<file path="src/rtl/lsu_xlen.sv">
// Load/store unit for an XLEN-wide data bus. It handles one access at a time through
// IDLE/REQ/WAIT/RESP, aligning stores onto bus lanes and extending load results.
module lsu_xlen #(
  parameter int XLEN   = 32,
  parameter int ADDR_W = 32
) (
  input  logic              clk,
  input  logic              resetn,
  input  logic              req_valid,
  output logic              req_ready,
  input  logic [ADDR_W-1:0] req_addr,
  input  logic [XLEN-1:0]   req_wdata,
  input  logic              req_wr,
  input  logic [1:0]        req_size,
  input  logic              req_zero_extnd,
  output logic              mem_req,
  input  logic              mem_gnt,
  output logic [ADDR_W-1:0] mem_addr,
  output logic              mem_we,
  output logic [XLEN/8-1:0] mem_be,
  output logic [XLEN-1:0]   mem_wdata,
  input  logic              mem_rvalid,
  input  logic [XLEN-1:0]   mem_rdata,
  output logic              rsp_valid,
  output logic [XLEN-1:0]   rsp_data,
  output logic              rsp_misaligned,
  output logic              rsp_illegal
);
  localparam int NB   = XLEN / 8;
  localparam int OFFW = $clog2(NB);

  typedef enum logic [1:0] {IDLE, REQ, WAIT, RESP} state_t;
  state_t state, state_nx;

  logic [ADDR_W-1:0] addr_q;
  logic [NB-1:0]     be_q;
  logic [XLEN-1:0]   wdata_q, rdata_q;
  logic              we_q, zext_q, mis_q, ill_q;
  logic [OFFW-1:0]   off_q;
  logic [3:0]        nbytes_q;

  // Request decode
  logic [OFFW-1:0] off_in;
  logic [3:0]      nbytes_in;
  logic [15:0]     lane_mask;
  logic            ill_in, mis_in;
  logic [NB-1:0]   be_in;

  assign off_in    = req_addr[OFFW-1:0];
  assign nbytes_in = 4'd1 << req_size;
  assign lane_mask = (16'd1 << nbytes_in) - 16'd1;
  assign ill_in    = (req_size == 2'b11) && (XLEN == 32);
  assign mis_in    = !ill_in && (|(4'(off_in) & (nbytes_in - 4'd1)));
  assign be_in     = NB'(lane_mask) << off_in;

  // Load extraction: mask keeps the access width, its top bit is the sign
  // position; full-width accesses get an all-ones mask and pass through.
  logic [XLEN-1:0] v, mask, ext;
  logic            sgn;
  always_comb begin
    v    = mem_rdata >> {off_q, 3'b000};
    mask = (XLEN'(1) << {nbytes_q, 3'b000}) - XLEN'(1);
    sgn  = |(v & mask & ~(mask >> 1));
    ext  = (v & mask) | ((sgn && !zext_q) ? ~mask : '0);
  end

  always_ff @(posedge clk or negedge resetn) begin
    if (!resetn) state <= IDLE;
    else         state <= state_nx;
  end

  always_comb begin
    state_nx = state;
    case (state)
      IDLE: if (req_valid) state_nx = (ill_in || mis_in) ? RESP : REQ;
      REQ:  if (mem_gnt) state_nx = WAIT;
      WAIT: if (mem_rvalid) state_nx = RESP;
      RESP: state_nx = IDLE;
      default: state_nx = IDLE;
    endcase
  end

  always_ff @(posedge clk or negedge resetn) begin
    if (!resetn) begin
      addr_q   <= '0;
      be_q     <= '0;
      wdata_q  <= '0;
      rdata_q  <= '0;
      we_q     <= 1'b0;
      zext_q   <= 1'b0;
      mis_q    <= 1'b0;
      ill_q    <= 1'b0;
      off_q    <= '0;
      nbytes_q <= '0;
    end else begin
      if (state == IDLE && req_valid) begin
        addr_q   <= {req_addr[ADDR_W-1:OFFW], {OFFW{1'b0}}};
        be_q     <= be_in;
        wdata_q  <= req_wdata << {off_in, 3'b000};
        rdata_q  <= '0;
        we_q     <= req_wr;
        zext_q   <= req_zero_extnd;
        mis_q    <= mis_in;
        ill_q    <= ill_in;
        off_q    <= off_in;
        nbytes_q <= nbytes_in;
      end
      if (state == WAIT && mem_rvalid) rdata_q <= we_q ? '0 : ext;
    end
  end

  // Outputs decode from state and registers only
  assign req_ready      = (state == IDLE);
  assign mem_req        = (state == REQ);
  assign mem_addr       = mem_req ? addr_q : '0;
  assign mem_we         = mem_req & we_q;
  assign mem_be         = mem_req ? be_q : '0;
  assign mem_wdata      = (mem_req && we_q) ? wdata_q : '0;
  assign rsp_valid      = (state == RESP);
  assign rsp_data       = rsp_valid ? rdata_q : '0;
  assign rsp_misaligned = rsp_valid & mis_q;
  assign rsp_illegal    = rsp_valid & ill_q;
endmodule
</file>
<file path="config.mk">
export PLATFORM = sky130hd
export DESIGN_NAME = lsu_xlen
export DESIGN_NICKNAME = d
export VERILOG_FILES = /design/src/rtl/lsu_xlen.sv
export SDC_FILE = /design/constraint.sdc
export NUM_CORES = 1
export LEC_CHECK = 0
export ABC_AREA = 1
export CORE_ASPECT_RATIO = 0.8
export CORE_MARGIN = 2
export CORE_UTILIZATION = 50
export DETAILED_ROUTE_END_ITERATION = 10
export GPL_ROUTABILITY_DRIVEN = 0
export PLACE_DENSITY_LB_ADDON = 0.08
export SETUP_SLACK_MARGIN = 0.5
export SLEW_MARGIN = 20
export SYNTH_ARGS = -nofsm -noshare
export SYNTH_HDL_FRONTEND = slang
export SYNTH_SLANG_ARGS = --single-unit
export TNS_END_PERCENT = 100
</file>
<file path="constraint.sdc">
create_clock -name clk -period 5.7 [get_ports clk]
set_input_delay 0.57 -clock clk [delete_from_list [all_inputs] [get_ports clk]]
set_output_delay 0.57 -clock clk [all_outputs]
set_load 0.01 [all_outputs]
</file>
==> run_summary.xml, run 1 <==
<?xml version="1.0" encoding="UTF-8"?>
<metrics>
  <group name="global_route">
    <metric name="grt_pass1_vias" unit="">5691</metric>
    <metric name="grt_max_degree" unit="">63</metric>
    <metric name="antenna_found_initial" unit="">0</metric>
    <metric name="grt_first_pass_wirelength" unit="µm">28400</metric>
    <metric name="grtUsageTotal" unit="%">26.0</metric>
    <metric name="globalRoute.totalOverflow" unit="">0</metric>
  </group>
  <group name="power_and_ir_drop">
    <metric name="comb_power_share" unit="%">49.6</metric>
    <metric name="share_seq_of_total_power" unit="%">33.5</metric>
    <metric name="cellInternalPower" unit="mW">2.29</metric>
    <metric name="power.density_cell_area" unit="nW/µm²">452</metric>
    <metric name="pwr-share-clk" unit="%">16.9</metric>
    <metric name="p_switching" unit="mW">1.69</metric>
    <metric name="vdd_drop_max" unit="µV">338</metric>
    <metric name="power.switching_fraction" unit="%">42.4</metric>
    <metric name="p_leak" unit="nW">4.65</metric>
  </group>
  <group name="critical_path">
    <metric name="worstReg2RegEnd" unit="">wdata_q[21]$_DFFE_PN0P_</metric>
    <metric name="critical_path.slowest_cell" unit="">clkdlybuf4s50_1</metric>
    <metric name="critical_path_arrival" unit="ns">2.22</metric>
    <metric name="cp_top_family" unit="">buffers and inverters</metric>
    <metric name="crit_chain" unit="">inv_1 -&gt; ha_1 -&gt; nand2_2 -&gt; nor2_1 -&gt; clkdlybuf4s50_1</metric>
    <metric name="critical_path.endpoint_type" unit="">output pin</metric>
    <metric name="critical_path_depth" unit="">5</metric>
    <metric name="worst-setup-path-type" unit="">reg -&gt; out</metric>
    <metric name="setup.worst_path.start_class" unit="">register</metric>
    <metric name="cp.required" unit="ns">5.13</metric>
    <metric name="worst_path_largest_cell_delay" unit="ns">0.57</metric>
    <metric name="cp_num_buf_inv" unit="">2</metric>
    <metric name="critical_path.max_fanout" unit="">33</metric>
    <metric name="worstRegToRegCells" unit="">7</metric>
    <metric name="timing.reg2reg.setup_slack" unit="ns">3.10</metric>
    <metric name="r2r_start" unit="">state[0]$_DFFE_PN0P_</metric>
  </group>
  <group name="timing">
    <metric name="setup_total_negative_slack" unit="ns">0</metric>
    <metric name="hold_viol" unit="">0</metric>
    <metric name="final_period_utilization" unit="%">48.9</metric>
    <metric name="max_freq" unit="MHz">359</metric>
    <metric name="finalClockSkew" unit="ns">0.00974</metric>
    <metric name="relSlewSlack" unit="%">31.8</metric>
    <metric name="final_period_minus_worst_setup_slack" unit="ns">2.79</metric>
    <metric name="grt_setup_unrepaired" unit="">false</metric>
    <metric name="setup_violations" unit="">0</metric>
    <metric name="hold-worst-slack" unit="ns">0.242</metric>
    <metric name="final-max-slew-violation-count" unit="">0</metric>
    <metric name="worst_slew_pin_slew" unit="ns">1.02</metric>
  </group>
  <group name="logic_synthesis">
    <metric name="post_synthesis_cell_area" unit="µm²">6340</metric>
    <metric name="synth_sequential_area_ratio" unit="%">43.0</metric>
    <metric name="avgSynthCellArea" unit="µm²">7.23</metric>
    <metric name="synth-edff-count" unit="">0</metric>
    <metric name="synth_compound_gate_area_share" unit="%">9.60</metric>
    <metric name="synth_flop_cell" unit="">dfrtp_1</metric>
    <metric name="synth.mux.area_fraction" unit="%">3.16</metric>
    <metric name="synth_simple_gate_area_share" unit="%">30.9</metric>
    <metric name="yosys_warnings" unit="">0</metric>
    <metric name="synth_top_family_by_area" unit="">simple AND/OR/NAND/NOR gates</metric>
    <metric name="netlist_instances" unit="">877</metric>
    <metric name="ys_seq_elements" unit="">109</metric>
    <metric name="post_synth_num_cell_types" unit="">33</metric>
    <metric name="async_reset_ff_share" unit="%">100</metric>
    <metric name="synth_fa_ha_area_share" unit="%">1.58</metric>
    <metric name="synthXorXnorAreaFrac" unit="%">0</metric>
  </group>
  <group name="cts">
    <metric name="number_of_buffers_inserted_during_clock_tree_synthesis" unit="">9</metric>
    <metric name="tritoncts_num_sinks" unit="">109</metric>
    <metric name="post_cts_resize_count" unit="">0</metric>
    <metric name="cts-hold-fix-buffers" unit="">0</metric>
    <metric name="cts_max_path_bufs" unit="">2</metric>
    <metric name="clock_transition_at_the_registers_of_the_reported_paths" unit="ns">0.07</metric>
    <metric name="clock_tree.htree_level_count" unit="">3</metric>
    <metric name="tritoncts_clock_tree" unit="">built</metric>
    <metric name="worstSkewPairLatency" unit="ns">0.34</metric>
    <metric name="cts_root_buffer" unit="">clkbuf_16</metric>
    <metric name="cts.repair_timing.setup_buffer_count" unit="">0</metric>
  </group>
  <group name="routing">
    <metric name="via_to_cell_ratio" unit="">4.96</metric>
    <metric name="route.detailed.wl_per_inst" unit="µm">14.1</metric>
    <metric name="detail_route.iter0.violations" unit="">337</metric>
    <metric name="route.antenna.remaining_nets" unit="">0</metric>
    <metric name="drt_pass1_iterations" unit="">5</metric>
    <metric name="drcViolationCount" unit="">0</metric>
    <metric name="vias" unit="">6107</metric>
    <metric name="routed_wl" unit="µm">17300</metric>
  </group>
  <group name="placement">
    <metric name="dp_hpwl" unit="µm">12400</metric>
    <metric name="io_buffers" unit="">208</metric>
    <metric name="place_area" unit="µm²">8480</metric>
  </group>
  <group name="floorplan">
    <metric name="fp.dieArea" unit="µm²">13600</metric>
    <metric name="die-height" unit="µm">105</metric>
    <metric name="initial_core_util" unit="%">51.6</metric>
    <metric name="core" unit="µm²">12300</metric>
    <metric name="row_count" unit="">36</metric>
    <metric name="num_io_pins" unit="">211</metric>
    <metric name="die_w" unit="µm">130</metric>
  </group>
  <group name="cells_and_area">
    <metric name="final_nets" unit="">1168</metric>
    <metric name="syn_to_final_growth" unit="%">38.7</metric>
    <metric name="layout-drive-gt1-share" unit="%">5.38</metric>
    <metric name="final_design_area_no_fill" unit="µm²">8800</metric>
    <metric name="antennaDiodeCount" unit="">0</metric>
    <metric name="final_core_utilization" unit="%">71.6</metric>
  </group>
  <group name="job">
    <metric name="max_cap_violations" unit="">0</metric>
  </group>
  <group name="worst_hold_path">
    <metric name="worstHoldPathType" unit="">in -&gt; async</metric>
  </group>
  <group name="status">
    <metric name="outcome" unit="">finished, final reports clean</metric>
  </group>
</metrics>
==> cells by family (layout without fill, tap and decap cells) <==
group,after synthesis,after routing
compound gates,93,93
buf+inv,189,371
flops,109,109
fa+ha+maj,8,8
simple gates,457,457
mux,20,20
other cells,1,2
==> area by class of cell <==
class	count	area, µm²
Inverter	140	528
Tap cell	171	214
Clock buffer	11	233
Clock inverter	5	82.6
Multi-Input combinational cell	580	2880
Timing Repair Buffer	215	2130
Sequential cell	109	2730
Fill cell	1059	3500
==> flip-flops by register name, summed over array words and instances, names as in the netlist <==
register	count
zext_q	1
be_q	4
rdata_q	32
ill_q	1
off_q	2
wdata_q	32
mis_q	1
we_q	1
addr_q	30
nbytes_q	3
state	2
==> through the flow <==
step	setup WS [ns]	cells	power, mW
final	2.91	1231	3.98
after global routing	2.71	1231	4.31
after CTS	2.51	1231	4.00
after detailed placement	2.90	1215	3.31
after global placement	2.98	1215	3.27
after floorplan	3.66	878	2.65
==> worst register-to-register path: stages (launching register included) <==
cell and delay [ns]:
dfrtp_1 0.37, inv_1 0.08, ha_1 0.30, nand2_2 0.08, buf_4 0.47, nor2_1 0.23, inv_1 0.63, o221ai_1 0.26
==> cells in the final DEF (no fill, tap or decap), types with 2 or more instances in the layout <==
master           count
o31ai_1              2
nor2_1              65
inv_6                2
o221ai_1            14
dfrtp_1            109
o21ai_0             33
buf_4                8
clkbuf_16            9
o211ai_1            16
nand2_8              2
nand3_2              8
a21oi_1              6
o22ai_1             13
inv_2                4
nand4_1              3
nand2_2              3
clkdlybuf4s50_1    207
o311ai_0             6
nand2_4              5
nand3_1             56
a22oi_1              2
nand2_1            303
conb_1               2
bufinv_16            2
inv_1              135
ha_1                 8
clkbuf_1             2
mux2i_1             20
or2_2                7
nor2_2               3
==> routing by layer <==
metal	vias to the layer above	GRT usage, %	share of wire [%]
met5	-	0	0
met3	14	7.01	7.8
met4	0	5.38	1.1
met2	189	37.6	43
met1	2823	39.1	48
li1	3081	-	-
==> Yosys cell counts, types with 13 or more instances <==
cell	number	area share [%]
o21ai_0	33	2.6
nand3_1	56	4.4
clkbuf_1	30	1.8
o211ai_1	16	1.9
o221ai_1	14	1.9
nor2_1	66	3.9
mux2i_1	20	3.2
dfrtp_1	109	43
nand2_1	305	18
o22ai_1	13	1.3
inv_1	135	8.0
==> power by group through the flow <==
stage / clock network, mW / logic, mW / registers [mW]
2_1_floorplan: 0 / 1.40 / 1.25
3_3_place_gp: 0 / 1.94 / 1.34
3_5_place_dp: 0 / 1.97 / 1.34
4_1_cts: 0.682 / 1.98 / 1.33
5_1_grt: 0.711 / 2.22 / 1.38
6_report: 0.671 / 1.97 / 1.33
==> worst max path at each step <==
stage                              start                      end  slack [ns]
finish              state[1]$_DFFE_PN0P_            mem_wdata[13]        2.91
global route        state[1]$_DFFE_PN0P_             mem_wdata[1]        2.71
CTS                 state[1]$_DFFE_PN0P_            mem_wdata[13]        2.51
detailed placement  state[1]$_DFFE_PN0P_            mem_wdata[13]        2.90
global placement               req_valid  wdata_q[23]$_DFFE_PN0P_        2.98
floorplan           state[1]$_DFFE_PN0P_            mem_wdata[10]        3.66
(Power assumes the default switching activity.)
==> inputs of run 2 (changes only) <==
--- a/config.mk
+++ b/config.mk
@@ -8,7 +8,7 @@
 export ABC_AREA = 1
 export CORE_ASPECT_RATIO = 0.8
 export CORE_MARGIN = 2
-export CORE_UTILIZATION = 50
+export CORE_UTILIZATION = 47
 export DETAILED_ROUTE_END_ITERATION = 10
 export GPL_ROUTABILITY_DRIVEN = 0
 export PLACE_DENSITY_LB_ADDON = 0.08
==> constraint.sdc (replaced) <==
create_clock -name clk -period 2.7 [get_ports clk]
set_input_delay 0.27 -clock clk [delete_from_list [all_inputs] [get_ports clk]]
set_output_delay 0.27 -clock clk [all_outputs]
set_load 0.01 [all_outputs]
==> run 2 against run 1 <==
Net effect:
- global-route usage decreased by 0.41 points
- final cell count grew 1.5%
- highest routed layer unchanged
- setup slack worse by 2.4 ns
- die area grew 6.2%
- critical endpoint is now mem_req
- hold slack improved by 0.21 ns
==> run_summary.xml, run 2 (synthesis results as in run 1) <==
<?xml version="1.0" encoding="UTF-8"?>
<metrics>
  <group name="floorplan">
    <metric name="core" unit="µm²">13000</metric>
    <metric name="die-height" unit="µm">108</metric>
    <metric name="row_count" unit="">37</metric>
    <metric name="initial_core_util" unit="%">48.8</metric>
    <metric name="die_w" unit="µm">134</metric>
    <metric name="num_io_pins" unit="">211</metric>
    <metric name="fp.dieArea" unit="µm²">14500</metric>
  </group>
  <group name="routing">
    <metric name="via_to_cell_ratio" unit="">5.01</metric>
    <metric name="route.antenna.remaining_nets" unit="">0</metric>
    <metric name="drcViolationCount" unit="">0</metric>
    <metric name="drt_pass1_iterations" unit="">8</metric>
    <metric name="vias" unit="">6257</metric>
    <metric name="detail_route.iter0.violations" unit="">552</metric>
    <metric name="route.detailed.wl_per_inst" unit="µm">15.0</metric>
    <metric name="routed_wl" unit="µm">18700</metric>
  </group>
  <group name="cells_and_area">
    <metric name="largest_registers" unit="">rdata_q (32), wdata_q (32), addr_q (30)</metric>
    <metric name="syn_to_final_growth" unit="%">41.9</metric>
    <metric name="final_core_utilization" unit="%">69.2</metric>
    <metric name="antennaDiodeCount" unit="">0</metric>
    <metric name="layout-drive-gt1-share" unit="%">7.64</metric>
    <metric name="multi_input_comb_area" unit="µm²">2940</metric>
    <metric name="final_nets" unit="">1182</metric>
    <metric name="layout.area.seq" unit="µm²">2730</metric>
    <metric name="final_common_cell" unit="">nand2_1</metric>
    <metric name="final_design_area_no_fill" unit="µm²">9000</metric>
    <metric name="final.fill_count" unit="">1144</metric>
    <metric name="most-common-layout-cells" unit="">nand2_1 (304), clkdlybuf4s50_1 (154), inv_1 (132), dfrtp_1 (107), nor2_1 (62)</metric>
    <metric name="layoutNonFillerInstCount" unit="">1249</metric>
  </group>
  <group name="placement">
    <metric name="dp_hpwl" unit="µm">13100</metric>
    <metric name="place_area" unit="µm²">8580</metric>
    <metric name="dp_slack" unit="ns">0.482</metric>
    <metric name="io_buffers" unit="">208</metric>
    <metric name="dp_cells" unit="">1228</metric>
  </group>
  <group name="critical_path">
    <metric name="crit_chain" unit="">inv_2 -&gt; ha_4 -&gt; bufbuf_16 -&gt; clkdlybuf4s50_1</metric>
    <metric name="worst_path_largest_cell_delay" unit="ns">0.54</metric>
    <metric name="critical_path.max_fanout" unit="">18</metric>
    <metric name="critical_path.slowest_cell" unit="">clkdlybuf4s50_1</metric>
    <metric name="r2r_start" unit="">nbytes_q[2]$_DFFE_PN0P_</metric>
    <metric name="worst-setup-path-type" unit="">reg -&gt; out</metric>
    <metric name="timing.critical_path.from" unit="">state[1]$_DFFE_PN0P_</metric>
    <metric name="critical_path.endpoint_type" unit="">output pin</metric>
    <metric name="setup.worst_path.start_class" unit="">register</metric>
    <metric name="cp.required" unit="ns">2.43</metric>
    <metric name="critical_path_arrival" unit="ns">1.88</metric>
  </group>
  <group name="global_route">
    <metric name="grt_pass1_vias" unit="">5838</metric>
    <metric name="grt_first_pass_wirelength" unit="µm">29700</metric>
    <metric name="globalRoute.totalOverflow" unit="">0</metric>
    <metric name="antenna_found_initial" unit="">0</metric>
    <metric name="grtUsageTotal" unit="%">25.6</metric>
    <metric name="grt_max_degree" unit="">51</metric>
  </group>
  <group name="timing">
    <metric name="final-max-slew-violation-count" unit="">0</metric>
    <metric name="worst_slew_pin_slew" unit="ns">0.667</metric>
    <metric name="relSlewSlack" unit="%">55.3</metric>
    <metric name="final_critical_path_setup_slack" unit="ns">0.547</metric>
    <metric name="final_period_minus_worst_setup_slack" unit="ns">2.15</metric>
    <metric name="setup_violations" unit="">0</metric>
    <metric name="final_period_utilization" unit="%">79.7</metric>
    <metric name="hold_viol" unit="">0</metric>
    <metric name="hold-worst-slack" unit="ns">0.452</metric>
    <metric name="setup_total_negative_slack" unit="ns">0</metric>
    <metric name="max_freq" unit="MHz">465</metric>
    <metric name="finalClockSkew" unit="ns">0.00822</metric>
    <metric name="grt_setup_unrepaired" unit="">true</metric>
  </group>
  <group name="cts">
    <metric name="clock_tree.htree_level_count" unit="">3</metric>
    <metric name="number_of_buffers_inserted_during_clock_tree_synthesis" unit="">9</metric>
    <metric name="clock_transition_at_the_registers_of_the_reported_paths" unit="ns">0.08</metric>
    <metric name="cts_root_buffer" unit="">clkbuf_16</metric>
    <metric name="cts_max_path_bufs" unit="">2</metric>
    <metric name="tritoncts_num_sinks" unit="">109</metric>
    <metric name="worstSkewPairLatency" unit="ns">0.34</metric>
    <metric name="tritoncts_clock_tree" unit="">built</metric>
  </group>
  <group name="power_and_ir_drop">
    <metric name="power.density_cell_area" unit="nW/µm²">954</metric>
    <metric name="p_leak" unit="nW">5.04</metric>
    <metric name="vdd_drop_max" unit="µV">524</metric>
    <metric name="finalPower" unit="mW">8.59</metric>
  </group>
  <group name="job">
    <metric name="max_cap_violations" unit="">0</metric>
  </group>
  <group name="worst_hold_path">
    <metric name="worstHoldPathType" unit="">in -&gt; reg</metric>
    <metric name="timing.hold.worst.start" unit="">req_addr[6]</metric>
  </group>
  <group name="status">
    <metric name="outcome" unit="">finished, final reports clean</metric>
  </group>
</metrics>
## run 2: cell types whose count changed in the layout (fill, tap and decap cells not counted), sizes merged
cell,before,now
inv,142,140
dlygate4sd3,0,1
clkinv,1,4
bufbuf,0,1
bufinv,2,0
clkdlybuf4s50,207,154
clkbuf,11,10
dlymetal6s2s,0,5
dlygate4sd2,0,48
buf,8,18
clkinvlp,0,4
## run 2: repair_timing
item,4_1_cts,5_1_grt
pin swaps,0,0
buffers inserted,0,1
endpoints found under the hold margin,48,0
hold buffers,1,0
resized for setup,62,22
endpoints found under the setup margin,118,90
gates cloned,1,2
## run 2: worst paths after layout
kind	depth (start not counted)	to	slack, ns
hold reg to reg	2	be_q[2]$_DFFE_PN0P_	0.48
hold / removal	3	addr_q[6]$_DFFE_PN0P_	0.45
max in group asynchronous	3	wdata_q[0]$_DFFE_PN0P_	1.40
setup / recovery	4	mem_req	0.55
setup reg to reg	14	rdata_q[11]$_DFFE_PN0P_	0.63
min in group asynchronous	2	addr_q[21]$_DFFE_PN0P_	0.49
## run 2: per-layer routing
layer,vias up,global-route usage (%),wire length (µm)
met4,0,4.26,130
li1,3122,-,-
met1,2882,37.7,8800
met2,244,37.5,8000
met3,9,8.05,1780
met5,-,0,0
## run 2: final cells by class
cell class | instances | share of cell area [%]
tap | 175 | 2.43
clock inverter | 7 | 0.528
clock buffer | 9 | 2.50
timing repair inverter | 1 | 0.0834
multi-input combinational | 580 | 32.6
inverter | 140 | 5.92
timing repair buffer | 228 | 25.6
sequential | 109 | 30.3
## run 2: critical path, delay by kind of cell (launching register included)
family | cells | cell delay, ns
adder cells (fa/ha/maj) | 1 | 0.16
buffers and inverters | 3 | 0.94
flip-flops | 1 | 0.43
## run 2: report_power, final
group          switching [mW]  internal (mW)  leakage [nW]
Clock                   0.612          0.629         0.132
Sequential              0.409           2.35          1.40
Combinational            2.74           1.85          3.50
Total                    3.76           4.83          5.04
==> inputs of run 3 (changes only) <==
==> constraint.sdc (replaced) <==
create_clock -name clk -period 2.2 [get_ports clk]
set_input_delay 0.22 -clock clk [delete_from_list [all_inputs] [get_ports clk]]
set_output_delay 0.22 -clock clk [all_outputs]
set_load 0.01 [all_outputs]
==> run 3 against run 2 <==
Net effect:
- routed wire length is 21% higher
- sequential share of layout area is 3.9 points lower
- non-clock buffer count is 66 higher
- combinational power is 84% higher
- design area is 15% higher
- first-iteration DRC count is 10% higher
- clock power is 31% higher
- utilization is 10 points higher
- die area stayed put
- register-to-register slack worse by 0.36 ns
- clock skew hardly changed
- setup slack worse by 0.28 ns
- critical endpoint is now mem_wdata[23]
==> run_summary.xml, run 3 (synthesis results as in run 1) <==
<?xml version="1.0" encoding="UTF-8"?>
<metrics>
  <group name="cts">
    <metric name="clock_transition_at_the_registers_of_the_reported_paths" unit="ns">0.08</metric>
    <metric name="cts_max_path_bufs" unit="">2</metric>
    <metric name="tritoncts_clock_tree" unit="">built</metric>
    <metric name="clock_tree.htree_level_count" unit="">3</metric>
    <metric name="worstSkewPairLatency" unit="ns">0.35</metric>
    <metric name="cts_root_buffer" unit="">clkbuf_16</metric>
    <metric name="tritoncts_num_sinks" unit="">109</metric>
    <metric name="number_of_buffers_inserted_during_clock_tree_synthesis" unit="">9</metric>
  </group>
  <group name="routing">
    <metric name="vias" unit="">6892</metric>
    <metric name="drcViolationCount" unit="">0</metric>
    <metric name="route.antenna.remaining_nets" unit="">0</metric>
    <metric name="detail_route.iter0.violations" unit="">609</metric>
    <metric name="route.detailed.wl_per_inst" unit="µm">17.3</metric>
    <metric name="via_to_cell_ratio" unit="">5.25</metric>
    <metric name="drt_pass1_iterations" unit="">5</metric>
    <metric name="routed_wl" unit="µm">22700</metric>
  </group>
  <group name="critical_path">
    <metric name="critical_path.max_fanout" unit="">8</metric>
    <metric name="r2r_start" unit="">nbytes_q[1]$_DFFE_PN0P_</metric>
    <metric name="worst-setup-path-type" unit="">reg -&gt; out</metric>
    <metric name="setup.worst_path.start_class" unit="">register</metric>
    <metric name="worstRegToRegCells" unit="">13</metric>
    <metric name="critical_path.endpoint_type" unit="">output pin</metric>
    <metric name="worst_setup_path_endpoint" unit="">mem_wdata[23]</metric>
    <metric name="timing.reg2reg.setup_slack" unit="ns">0.27</metric>
    <metric name="timing.critical_path.from" unit="">state[1]$_DFFE_PN0P_</metric>
    <metric name="cp.required" unit="ns">1.98</metric>
    <metric name="critical_path_arrival" unit="ns">1.72</metric>
    <metric name="worstReg2RegEnd" unit="">rdata_q[23]$_DFFE_PN0P_</metric>
  </group>
  <group name="timing">
    <metric name="hold_viol" unit="">0</metric>
    <metric name="setup_total_negative_slack" unit="ns">0</metric>
    <metric name="final_period_utilization" unit="%">88.1</metric>
    <metric name="grt_setup_unrepaired" unit="">true</metric>
    <metric name="finalClockSkew" unit="ns">0.00860</metric>
    <metric name="relSlewSlack" unit="%">55.6</metric>
    <metric name="final-max-slew-violation-count" unit="">0</metric>
    <metric name="final_period_minus_worst_setup_slack" unit="ns">1.94</metric>
    <metric name="max_freq" unit="MHz">516</metric>
    <metric name="worst_slew_pin_slew" unit="ns">0.664</metric>
    <metric name="setup_violations" unit="">0</metric>
  </group>
  <group name="global_route">
    <metric name="antenna_found_initial" unit="">0</metric>
    <metric name="grt_pass1_vias" unit="">6424</metric>
    <metric name="globalRoute.totalOverflow" unit="">0</metric>
    <metric name="grt_first_pass_wirelength" unit="µm">32800</metric>
    <metric name="grtUsageTotal" unit="%">28.4</metric>
    <metric name="grt_max_degree" unit="">42</metric>
  </group>
  <group name="placement">
    <metric name="dp_hpwl" unit="µm">13100</metric>
    <metric name="io_buffers" unit="">208</metric>
    <metric name="place_area" unit="µm²">8720</metric>
    <metric name="dp_cells" unit="">1233</metric>
  </group>
  <group name="cells_and_area">
    <metric name="multi_input_comb_area" unit="µm²">3560</metric>
    <metric name="final.fill_count" unit="">890</metric>
    <metric name="layout.area.seq" unit="µm²">2730</metric>
    <metric name="final_common_cell" unit="">nand2_1</metric>
    <metric name="final_nets" unit="">1247</metric>
    <metric name="antennaDiodeCount" unit="">0</metric>
    <metric name="final_core_utilization" unit="%">79.6</metric>
    <metric name="most-common-layout-cells" unit="">nand2_1 (229), dfrtp_1 (105), clkdlybuf4s50_1 (103), inv_1 (80), buf_6 (64)</metric>
    <metric name="layoutNonFillerInstCount" unit="">1314</metric>
    <metric name="layout-drive-gt1-share" unit="%">37.1</metric>
    <metric name="syn_to_final_growth" unit="%">63.2</metric>
    <metric name="largest_registers" unit="">rdata_q (32), wdata_q (32), addr_q (30)</metric>
    <metric name="final_design_area_no_fill" unit="µm²">10400</metric>
  </group>
  <group name="floorplan">
    <metric name="initial_core_util" unit="%">48.8</metric>
    <metric name="row_count" unit="">37</metric>
    <metric name="die-height" unit="µm">108</metric>
    <metric name="num_io_pins" unit="">211</metric>
    <metric name="fp.dieArea" unit="µm²">14500</metric>
    <metric name="die_w" unit="µm">134</metric>
    <metric name="core" unit="µm²">13000</metric>
  </group>
  <group name="status">
    <metric name="outcome" unit="">finished, final reports clean</metric>
  </group>
  <group name="power_and_ir_drop">
    <metric name="finalPower" unit="mW">13.7</metric>
    <metric name="power.density_cell_area" unit="nW/µm²">1320</metric>
    <metric name="vdd_drop_max" unit="µV">826</metric>
    <metric name="p_leak" unit="nW">5.70</metric>
  </group>
  <group name="worst_hold_path">
    <metric name="worstHoldPathType" unit="">in -&gt; async</metric>
  </group>
  <group name="job">
    <metric name="max_cap_violations" unit="">0</metric>
  </group>
</metrics>
## run 3: layer usage
metal	up-vias	track usage [%]	wire, µm
met5	-	0	0
met4	0	6.16	312
met3	32	7.20	2000
met2	320	44.6	10700
met1	3296	40.0	9660
li1	3244	-	-
## run 3: power by group
| group | switching, mW | total (mW) | internal [mW] |
|---|---|---|---|
| registers | 0.727 | 3.62 | 2.89 |
| clock network | 0.794 | 1.62 | 0.821 |
| logic | 4.63 | 8.43 | 3.79 |
## run 3: worst max-delay path, stage by stage (launching register included)
cell and delay (ns):
dfrtp_2 0.46, inv_4 0.08, ha_4 0.16, nand2_4 0.11, bufbuf_16 0.31, nor2_2 0.10
buf_2 0.14
## run 3: cell type report
cell class | count | share of cell area [%]
clock inverters | 6 | 0.520
multi-input cells | 580 | 34.4
repair buffers | 294 | 29.1
well taps | 175 | 2.11
flip-flops and latches | 109 | 26.4
inverters | 140 | 5.22
clock buffers | 10 | 2.31
## run 3: through the flow
step	worst slack, ns	hold WS [ns]
after floorplan	0.448	-0.0756
after global placement	0.260	0.217
after detailed placement	0.165	0.218
after CTS	0.259	0.385
after global routing	0.173	0.412
final	0.262	0.377
## run 3: what timing repair did
| item | CTS | global route |
|---|---|---|
| hold endpoints to repair | 33 | 0 |
| endpoints found under the setup margin | 172 | 170 |
| gates resized for setup | 485 | 230 |
| hold buffers | 1 | 0 |
| pin swaps | 17 | 23 |
| gates cloned | 7 | 5 |
| buffers inserted | 30 | 22 |
## run 3: how the worst min path moves through the flow
| stage | from | to | cells past startpoint |
|---|---|---|---|
| floorplan | resetn | addr_q[10]$_DFFE_PN0P_ | 0 |
| global placement | resetn | addr_q[21]$_DFFE_PN0P_ | 1 |
| detailed placement | resetn | addr_q[21]$_DFFE_PN0P_ | 1 |
| CTS | resetn | addr_q[21]$_DFFE_PN0P_ | 2 |
| global route | req_addr[15] | addr_q[15]$_DFFE_PN0P_ | 3 |
| finish | resetn | addr_q[21]$_DFFE_PN0P_ | 2 |
